## src/rtl/demux4_buf_if.sv

```systemverilog
`default_nettype none
// ============================================================================
// Module   : demux4_buf_if
// Brief    : Bundle of producer-side and consumer-side signals of demux4_buf.
//            slave  = the demultiplexer itself
//            master = the producer plus the four consumers
//            The cnt1..cnt4 signals exist only when DEMUX4_COUNT_EN is defined.
// Revision : 1.0 - initial release
// ============================================================================
interface demux4_buf_if #(
  parameter int unsigned WIDTH = 8,
  parameter int unsigned CNT_W = 8
);

  // Producer side
  logic [WIDTH-1:0] in;
  logic             in_valid;
  logic             in_ready;
  logic             sel1;
  logic             sel2;

  // Consumer side, one buffered channel per consumer
  logic [WIDTH-1:0] out1;
  logic [WIDTH-1:0] out2;
  logic [WIDTH-1:0] out3;
  logic [WIDTH-1:0] out4;
  logic             valid1;
  logic             valid2;
  logic             valid3;
  logic             valid4;
  logic             ready1;
  logic             ready2;
  logic             ready3;
  logic             ready4;

`ifdef DEMUX4_COUNT_EN
  // Per-channel delivery counters
  logic [CNT_W-1:0] cnt1;
  logic [CNT_W-1:0] cnt2;
  logic [CNT_W-1:0] cnt3;
  logic [CNT_W-1:0] cnt4;
`endif

  // Reject degenerate widths when the bundle is elaborated
  if (WIDTH < 1) begin : g_width_chk
    $error("demux4_buf_if: WIDTH must be at least 1");
  end
  if (CNT_W < 1) begin : g_cnt_w_chk
    $error("demux4_buf_if: CNT_W must be at least 1");
  end

  modport slave (
    input  in, in_valid, sel1, sel2,
    input  ready1, ready2, ready3, ready4,
    output in_ready,
    output out1, out2, out3, out4,
    output valid1, valid2, valid3, valid4
`ifdef DEMUX4_COUNT_EN
    ,
    output cnt1, cnt2, cnt3, cnt4
`endif
  );

  modport master (
    output in, in_valid, sel1, sel2,
    output ready1, ready2, ready3, ready4,
    input  in_ready,
    input  out1, out2, out3, out4,
    input  valid1, valid2, valid3, valid4
`ifdef DEMUX4_COUNT_EN
    ,
    input  cnt1, cnt2, cnt3, cnt4
`endif
  );

endinterface : demux4_buf_if
`default_nettype wire

```

## src/rtl/demux4_buf.sv

```systemverilog
`default_nettype none
// ============================================================================
// Module   : demux4_buf
// Brief    : 1-to-4 demultiplexer with a one-entry buffer per output channel.
//            One word per accepted transfer is routed to the channel chosen
//            by {sel2,sel1} (00->ch1, 01->ch2, 10->ch3, 11->ch4).
//            Every side uses a valid/ready handshake; a stalled channel only
//            blocks the producer while the select points at it.
//            Optional feature macro: DEMUX4_COUNT_EN adds per-channel
//            delivery counters cnt1..cnt4 (CNT_W bits, wrap-around).
// Revision : 1.0 - initial release
// ============================================================================
module demux4_buf #(
  parameter int unsigned WIDTH = 8,
  parameter int unsigned CNT_W = 8
) (
  input  logic        clk,
  input  logic        reset,
  demux4_buf_if.slave bus
);

  // Channel buffer states
  localparam logic [0:0] c_st_empty = 1'b0;
  localparam logic [0:0] c_st_full  = 1'b1;

  // Number of output channels
  localparam int unsigned c_nch = 4;

  logic [1:0]                   w_sel;
  logic [c_nch-1:0]             w_ready;
  logic [c_nch-1:0]             w_valid;
  logic [c_nch-1:0]             w_load;
  logic [c_nch-1:0]             w_drain;
  logic [c_nch-1:0][WIDTH-1:0]  w_out;
  logic                         w_in_ready;
  logic                         w_accept;
`ifdef DEMUX4_COUNT_EN
  logic [c_nch-1:0][CNT_W-1:0]  w_cnt;
`endif

  // Reject degenerate widths at elaboration
  if (WIDTH < 1) begin : g_width_chk
    $error("demux4_buf: WIDTH must be at least 1");
  end
  if (CNT_W < 1) begin : g_cnt_w_chk
    $error("demux4_buf: CNT_W must be at least 1");
  end

  // Gather the scalar interface signals into vectors indexed by channel
  assign w_sel   = {bus.sel2, bus.sel1};
  assign w_ready = {bus.ready4, bus.ready3, bus.ready2, bus.ready1};

  // Producer may transfer when the selected buffer is empty or is being
  // drained this very cycle (no bubble on a full channel); forced low in reset.
  always_comb begin
    w_in_ready = 1'b0;
    if (!reset) begin
      w_in_ready = !w_valid[w_sel] || w_ready[w_sel];
    end
  end

  assign w_accept = bus.in_valid & w_in_ready;

  // --------------------------------------------------------------------------
  // One independent buffer per output channel
  // --------------------------------------------------------------------------
  for (genvar k = 0; k < c_nch; k++) begin : g_ch

    logic [0:0]       r_state;
    logic [WIDTH-1:0] r_data;

    assign w_valid[k] = (r_state == c_st_full);
    assign w_load[k]  = w_accept && (w_sel == 2'(k));
    assign w_drain[k] = w_valid[k] && w_ready[k];
    assign w_out[k]   = r_data;

    // EMPTY/FULL tracking: a load wins over a simultaneous drain
    always_ff @(posedge clk or posedge reset) begin
      if (reset) begin
        r_state <= c_st_empty;
      end else begin
        case (r_state)
          c_st_empty: if (w_load[k])  r_state <= c_st_full;
          c_st_full:  if (!w_load[k] && w_drain[k]) r_state <= c_st_empty;
          default:    r_state <= c_st_empty;
        endcase
      end
    end

    // Data capture only on a load; the last word is kept after a drain
    always_ff @(posedge clk or posedge reset) begin
      if (reset) begin
        r_data <= '0;
      end else if (w_load[k]) begin
        r_data <= bus.in;
      end
    end

`ifdef DEMUX4_COUNT_EN
    logic [CNT_W-1:0] r_cnt;

    assign w_cnt[k] = r_cnt;

    // Count every word handed to consumer k; wraps naturally at 2^CNT_W
    always_ff @(posedge clk or posedge reset) begin
      if (reset) begin
        r_cnt <= '0;
      end else if (w_drain[k]) begin
        r_cnt <= r_cnt + CNT_W'(1);
      end
    end
`endif

  end : g_ch

  // --------------------------------------------------------------------------
  // Drive the interface outputs
  // --------------------------------------------------------------------------
  assign bus.in_ready = w_in_ready;

  assign bus.out1   = w_out[0];
  assign bus.out2   = w_out[1];
  assign bus.out3   = w_out[2];
  assign bus.out4   = w_out[3];

  assign bus.valid1 = w_valid[0];
  assign bus.valid2 = w_valid[1];
  assign bus.valid3 = w_valid[2];
  assign bus.valid4 = w_valid[3];

`ifdef DEMUX4_COUNT_EN
  assign bus.cnt1   = w_cnt[0];
  assign bus.cnt2   = w_cnt[1];
  assign bus.cnt3   = w_cnt[2];
  assign bus.cnt4   = w_cnt[3];
`endif

endmodule : demux4_buf
`default_nettype wire

```

## src/flat_wrapper.sv

```systemverilog
// flat-port wrapper written by rule: the top's interface ports become plain ports
module demux4_buf_flat 
#(
  parameter int unsigned WIDTH = 8,
  parameter int unsigned CNT_W = 8
)
  (clk, reset, bus_in, bus_in_valid, bus_sel1, bus_sel2, bus_ready1, bus_ready2, bus_ready3, bus_ready4, bus_in_ready, bus_out1, bus_out2, bus_out3, bus_out4, bus_valid1, bus_valid2, bus_valid3, bus_valid4);
  demux4_buf_if #(.WIDTH(WIDTH), .CNT_W(CNT_W)) bus_i ();
  input  logic clk;
  input  logic reset;
  input wire logic [$bits(bus_i.in)-1:0] bus_in;
  input wire logic [$bits(bus_i.in_valid)-1:0] bus_in_valid;
  input wire logic [$bits(bus_i.sel1)-1:0] bus_sel1;
  input wire logic [$bits(bus_i.sel2)-1:0] bus_sel2;
  input wire logic [$bits(bus_i.ready1)-1:0] bus_ready1;
  input wire logic [$bits(bus_i.ready2)-1:0] bus_ready2;
  input wire logic [$bits(bus_i.ready3)-1:0] bus_ready3;
  input wire logic [$bits(bus_i.ready4)-1:0] bus_ready4;
  output wire logic [$bits(bus_i.in_ready)-1:0] bus_in_ready;
  output wire logic [$bits(bus_i.out1)-1:0] bus_out1;
  output wire logic [$bits(bus_i.out2)-1:0] bus_out2;
  output wire logic [$bits(bus_i.out3)-1:0] bus_out3;
  output wire logic [$bits(bus_i.out4)-1:0] bus_out4;
  output wire logic [$bits(bus_i.valid1)-1:0] bus_valid1;
  output wire logic [$bits(bus_i.valid2)-1:0] bus_valid2;
  output wire logic [$bits(bus_i.valid3)-1:0] bus_valid3;
  output wire logic [$bits(bus_i.valid4)-1:0] bus_valid4;
  assign bus_i.in = bus_in;
  assign bus_i.in_valid = bus_in_valid;
  assign bus_i.sel1 = bus_sel1;
  assign bus_i.sel2 = bus_sel2;
  assign bus_i.ready1 = bus_ready1;
  assign bus_i.ready2 = bus_ready2;
  assign bus_i.ready3 = bus_ready3;
  assign bus_i.ready4 = bus_ready4;
  assign bus_in_ready = bus_i.in_ready;
  assign bus_out1 = bus_i.out1;
  assign bus_out2 = bus_i.out2;
  assign bus_out3 = bus_i.out3;
  assign bus_out4 = bus_i.out4;
  assign bus_valid1 = bus_i.valid1;
  assign bus_valid2 = bus_i.valid2;
  assign bus_valid3 = bus_i.valid3;
  assign bus_valid4 = bus_i.valid4;
  demux4_buf #(.WIDTH(WIDTH), .CNT_W(CNT_W)) u_core (.clk(clk), .reset(reset), .bus(bus_i));
endmodule
```

## config.mk

```make
export PLATFORM = sky130hd
export DESIGN_NAME = demux4_buf_flat
export DESIGN_NICKNAME = d
export VERILOG_FILES = /design/src/rtl/demux4_buf_if.sv /design/src/rtl/demux4_buf.sv /design/src/flat_wrapper.sv
export SDC_FILE = /design/constraint.sdc
export NUM_CORES = 1
export LEC_CHECK = 0
export CORE_AREA = 2 2 48 83
export CTS_CLUSTER_DIAMETER = 150
export CTS_CLUSTER_SIZE = 25
export DETAILED_ROUTE_END_ITERATION = 6
export DIE_AREA = 0 0 50 85
export PLACE_DENSITY = 0.75
export SYNTH_ARGS = -nofsm -noshare
export SYNTH_HDL_FRONTEND = slang
export SYNTH_SLANG_ARGS = --single-unit
```

## constraint.sdc

```tcl
create_clock -name clk -period 2.2 [get_ports clk]
set_input_delay 0.44 -clock clk [delete_from_list [all_inputs] [get_ports clk]]
set_output_delay 0.44 -clock clk [all_outputs]
set_load 0.01 [all_outputs]
```

==> summary.md <==
| Metric | Value |
|---|---|
| Synth top area cells | `dfrtp_1 61%, mux2_2 18%, mux2_4 8.2%` |
| Yosys warns | `0` |
| Vias | `989` |
| Mean Syn Cell Area | `16.0 µm²` |
| Post-route ant nets | `0` |
| Starting Density | `0.409` |
| DIE HEIGHT | `85 µm` |
| Final Cycle Share | `0.939` |
| Post-synth top area share | `0.614` |
| HP Start | `u_core.bus.out2[1]$_DFFE_PP0P_` |
| Fmax | `484 MHz` |
| Antenna Cells | `0` |
| DR WL/cell | `15.7 µm` |
| Final #Nets | `178` |
| Initial antenna violation count | `0` |
| Boundary Pins | `54` |
| Area grow syn2layout | `52.9%` |
| Primary FF master, synth | `dfrtp_1` |
| Clock latency on the worst-skew pair | `0.28 ns` |
| R2r setup slk | `0.80 ns` |
| P_leak | `0.000982 µW` |
| Hold Path Class | `reg2reg` |
| Pre-antenna DRT Iters | `3` |
| RR Endpoint | `u_core.bus.out3[1]$_DFFE_PP0P_` |
| Largest net degree at the start of global routing | `37` |
| Mapped Area | `1470 µm²` |
| Crit Reg-Reg Startpoint | `u_core.bus.valid3$_DFF_PP0_` |
| Top post-synthesis cells by count | `36 x dfrtp_1, 24 x mux2_2, 8 x mux2_4` |
| Max Cap Viol | `0` |
| Hold Path End | `u_core.bus.out2[1]$_DFFE_PP0P_` |
| Worst-path fanout max | `4` |
| Status | `finished clean` |
| Hold Buf Count CTS | `0` |
| Post-synth EDFFs | `0` |
| # setup viols final | `0` |
| Skew final | `0.00831 ns` |
| Pins over their slew limit | `0` |
| Gr usage total | `0.175` |
| Synth cell types | `20` |
| Horiz. Die Dim | `50 µm` |
| Final setup TNS | `0 ns` |
| Endpoints failing hold | `0` |
| Routed WL | `3280 µm` |
| Clock transition at path regs | `0.06 ns` |
| First-pass GRT wire length | `5480 µm` |
| Peak supply drop | `0.653 mV` |
| Cell area power density | `897 nW/µm²` |
| FP Rows | `29` |
| Root buffer cell | `clkbuf_8` |
| Layout cell share with drive strength beyond 1 | `0.352` |
| RSZ-0062 raised after global routing | `no` |
| Overall power | `2010 µW` |
| Design area | `2240 µm²` |
| Post-synthesis register bit count | `36` |
| Startpoint Class | `input pin` |
| Cells on worst reg2reg path | `5` |
| Post-DP Area | `2140 µm²` |
| Asr flop ratio synth | `1.00` |
| Core Area | `3590 µm²` |
| Num CTS Buffers | `5` |
| Sinks on Clock Net | `36` |
| Critical Path End Type | `primary output` |
| WP data arrival | `1.63 ns` |
| Sequential area share after synthesis | `0.614` |
| H-tree depth | `2` |
| WHS Path Cells | `1` |
| Min Clock Period, post-route | `2.07 ns` |
| Largest area contributor in the netlist | `dfrtp_1` |
| Syn Nets | `109` |
| Req. time, crit path | `1.76 ns` |
| Normalized max-slew margin | `0.709` |
| Remaining Overflow, GRT | `0` |
| Die footprint | `4250 µm²` |
| Initial DRC Count | `2` |
| CTS tree | `yes` |
| Number of global-route vias before repair | `1112` |
| Actual slew at the worst max-slew pin | `0.436 ns` |
| DRC violations left | `0` |
| Gate Count Post-Synth | `92` |
| Port Buffers | `53` |
| Count leader, synth | `dfrtp_1` |
| RD Place Congestion | `0.790` |
| Deepest clock path buffer count | `2` |
| Setup CP Type | `in2out` |
| DP HPWL | `2440 µm` |
| Final worst setup slack | `0.134 ns` |
| Via density | `4.75` |
| Filler instances | `280` |
| Place WS | `-0.136 ns` |
[layout make-up]
cell class / instances / area (µm²) / area share
clock buffer: 6 / 72.6 / 0.0323
clock inverter: 2 / 35.0 / 0.0156
inverter: 1 / 7.51 / 0.00335
multi-input combinational: 51 / 531 / 0.236
sequential: 36 / 901 / 0.402
tap: 46 / 57.6 / 0.0257
timing repair buffer: 66 / 639 / 0.285
[placed cells by master, fill, tap and decap left out]
cell	count
clkdlybuf4s50_1	52
dfrtp_1	36
mux2_2	24
buf_4	12
mux2_4	8
clkbuf_8	5
nand2b_1	4
nand2_1	4
nor2b_2	1
nand4b_2	1
nor2_1	1
nand3_2	1
and4b_1	1
nand4_2	1
mux2i_1	1
nand4bb_1	1
clkinvlp_4	1
o311ai_0	1
a21oi_1	1
o21ai_0	1
clkinv_2	1
bufinv_16	1
clkbuf_1	1
dlygate4sd2_1	1
buf_12	1
[metrics by stage]
step,hold WS (ns),std cells,utilization
global placement,0.491,200,0.595
global route,0.516,208,0.625
detailed placement,0.494,200,0.595
CTS,0.510,208,0.625
floorplan,0.396,92,-
finish,0.505,208,0.625
[sequential cells by signal, indices dropped and copies added, names as in the netlist]
| signal | cells |
|---|---|
| u_core.bus.valid2 | 1 |
| u_core.bus.valid1 | 1 |
| u_core.bus.out1 | 8 |
| u_core.bus.out3 | 8 |
| u_core.bus.valid4 | 1 |
| u_core.bus.valid3 | 1 |
| u_core.bus.out2 | 8 |
| u_core.bus.out4 | 8 |
[report_power, final]
group	leakage, µW	switching (µW)	internal [µW]
Clock	0.0000552	219	336
Sequential	0.000438	75.8	797
Combinational	0.000489	198	384
Total	0.000982	494	1520
[cell families after synthesis]
family | count (synthesis) | synth area share
AOI/OAI and AO/OA | 3 | 0.0128
DFF | 36 | 0.614
and+or+nand+nor | 15 | 0.0759
muxes | 33 | 0.273
buffers and inverters | 5 | 0.0247
[timing repair]
action / in CTS / in global routing
setup buffers: 0 / 0
setup endpoints to repair: 1 / 0
gates resized for setup: 1 / 0
[critical path: stages]
cell	delay (ns)
clkdlybuf4s50_1	0.49
o311ai_0	0.34
a21oi_1	0.07
dlygate4sd2_1	0.29
[how the worst max path moves through the flow]
stage / start / endpoint / slack, ns
final: bus_sel1 / bus_in_ready / 0.13
after global routing: bus_sel2 / bus_in_ready / 0.07
after detailed placement: bus_sel2 / bus_in_ready / -0.14
after CTS: bus_sel1 / bus_in_ready / 0.12
after floorplan: reset / bus_in_ready / 0.45
after global placement: bus_sel2 / bus_in_ready / -0.07
[metal layers]
metal | GRT usage | share of wire | up-vias
li1 | - | - | 462
met1 | 0.185 | 0.36 | 490
met2 | 0.311 | 0.58 | 32
met3 | 0.0387 | 0.040 | 5
met4 | 0.0960 | 0.022 | 0
met5 | 0 | 0 | -
No activity file was read; power rests on OpenSTA's default activity.
==> RTL change (same settings) <==
`WIDTH` is set to 8 in 3 places; all go to 6.
--- a/src/rtl/demux4_buf_if.sv
+++ b/src/rtl/demux4_buf_if.sv
@@ -10,3 +10,3 @@
 interface demux4_buf_if #(
-  parameter int unsigned WIDTH = 8,
+  parameter int unsigned WIDTH = 6,
   parameter int unsigned CNT_W = 8
--- a/src/rtl/demux4_buf.sv
+++ b/src/rtl/demux4_buf.sv
@@ -13,3 +13,3 @@
 module demux4_buf #(
-  parameter int unsigned WIDTH = 8,
+  parameter int unsigned WIDTH = 6,
   parameter int unsigned CNT_W = 8
--- a/src/flat_wrapper.sv
+++ b/src/flat_wrapper.sv
@@ -3,3 +3,3 @@
 #(
-  parameter int unsigned WIDTH = 8,
+  parameter int unsigned WIDTH = 6,
   parameter int unsigned CNT_W = 8
Interface: changed (5 resized); port bits go from 54 to 44. No check against the original RTL was run, so the function may have changed too.
==> RTL change against the original RTL <==
- setup slack lost 0.0092 ns
- area after synthesis decreased by 20%
- final area fell by 20%
- routed wire length fell by 20%
- hold slack better by 0.0062 ns
- power is 25% lower
- via count fell by 19%
- sequential cell count decreased by 8
- critical path type unchanged
- highest routed layer is now met3
==> RTL change: results <==
export IMPL_status="finished clean"
export IMPL_synth_distinct_cells=17
export IMPL_grt_util_all_layers=0.142
export IMPL_r2r_start="u_core.bus.valid1$_DFF_PP0_"
export IMPL_final_nets=145
export IMPL_ys_seq_area_frac=0.596
export IMPL_syn_nets=89
export IMPL_whs_ns=0.512
export IMPL_slowest_delay_ns=0.39
export IMPL_fin_crit_ns=2.07
export IMPL_crit_family="buffers and inverters"
export IMPL_place_congestion=0.700
export IMPL_hold_start="u_core.bus.out3[2]$_DFFE_PP0P_"
export IMPL_vdd_ir_drop_worst_mv=0.479
export IMPL_fillCellCount=314
export IMPL_clk_path_buf_depth=2
export IMPL_ys_top_cells_by_area="dfrtp_1 60%, mux2_2 23%, nand4b_2 2.6%"
export IMPL_setup_viol=0
export IMPL_finClkSkew_ns=0.00397
export IMPL_r2r_worst_path_cells=5
export IMPL_whs_path_depth=1
export IMPL_reg2reg_to="u_core.bus.out1[1]$_DFFE_PP0P_"
export IMPL_worstPathMaxFanout=2
export IMPL_wl_mm=2.61
export IMPL_hold_end="u_core.bus.out3[2]$_DFFE_PP0P_"
export IMPL_dr_pass1_iters=4
export IMPL_numPortBuffers=43
export IMPL_r2r_slack_ns=0.79
export IMPL_postCtsSetupBuffers=0
export IMPL_clock_latency_ns=0.27
export IMPL_yosys_warnings=0
export IMPL_grt_pass1_vias=951
export IMPL_clockRootBuffer="clkbuf_8"
export IMPL_antenna_found_initial=0
export IMPL_report_final_hold_viol_count=0
export IMPL_drive_above_1_share=0.333
export IMPL_dp_slack_ns=-0.108
export IMPL_drt_iter0_markers=6
export IMPL_cts_resized=1
export IMPL_synthFlopType="dfrtp_1"
export IMPL_min_delay_path_class="reg -> reg"
export IMPL_place_area_um2=1720
export IMPL_slowest_stage="clkdlybuf4s50_1"
export IMPL_crit_end="bus_in_ready"
export IMPL_drtAntennaViolNets=0
export IMPL_viasPerCell=4.58
export IMPL_grt_max_degree=29
export IMPL_n_antenna_cell=0
export IMPL_critical_path_arrival_ns=1.63
export IMPL_total_leakage_power_nw=0.769
export IMPL_cts_htree_levels=1
export IMPL_cts_clk_slew_worst_paths_ns=0.09
export IMPL_grt_pass1_wl_mm=4.54
export IMPL_dp_hpwl_mm=1.96
export IMPL_slew_headroom=0.754
export IMPL_netlist_top_cells_count="28 x dfrtp_1, 24 x mux2_2, 4 x nand2b_1, 3 x nand2_1"
export IMPL_numCtsBuffers=3
export IMPL_cp_startpoint="bus_ready1"
export IMPL_async_flop_share=1.00
## RTL change: changes by cell type in the layout (fill, tap and decap cells not counted), sizes merged, moves of 3 or more
| cell | change |
|---|---|
| dfrtp | -8 |
| clkdlybuf4s50 | -10 |
| clkbuf | -3 |
| mux2 | -8 |
| buf | -3 |
## RTL change: logic make-up (layout without fill, tap and decap cells)
kind of cell,count (synthesis),after routing,synth area share
flops,28,28,0.596
compound gates,4,4,0.0224
mux,25,25,0.239
buf+inv,3,58,0.0224
simple gates,14,14,0.120
## RTL change: area by class of cell
class / count / area (µm²) / share of cell area
clock buffer: 3 / 41.3 / 0.0231
clock inverter: 1 / 30.0 / 0.0168
inverter: 1 / 3.75 / 0.00210
multi-input combinational: 43 / 448 / 0.251
sequential: 28 / 701 / 0.392
tap: 46 / 57.6 / 0.0322
timing repair buffer: 53 / 504 / 0.282
## RTL change: metal layers
metal | track usage | part of all wire
met3 | 0.0282 | 0.050
met4 | 0.0682 | 0
met5 | 0 | 0
met2 | 0.249 | 0.53
met1 | 0.159 | 0.42
## RTL change: through the flow
| step | instances | total power, mW | util |
|---|---|---|---|
| after global routing | 175 | 1.59 | 0.497 |
| after global placement | 171 | 1.12 | 0.478 |
| after CTS | 175 | 1.54 | 0.497 |
| final | 175 | 1.51 | 0.497 |
| after detailed placement | 171 | 1.13 | 0.478 |
| after floorplan | 74 | 0.851 | - |
## RTL change: power breakdown
part,switching (mW),internal [mW],total [mW]
Sequential,0.0516,0.617,0.669
Combinational,0.157,0.287,0.444
Clock,0.153,0.243,0.397
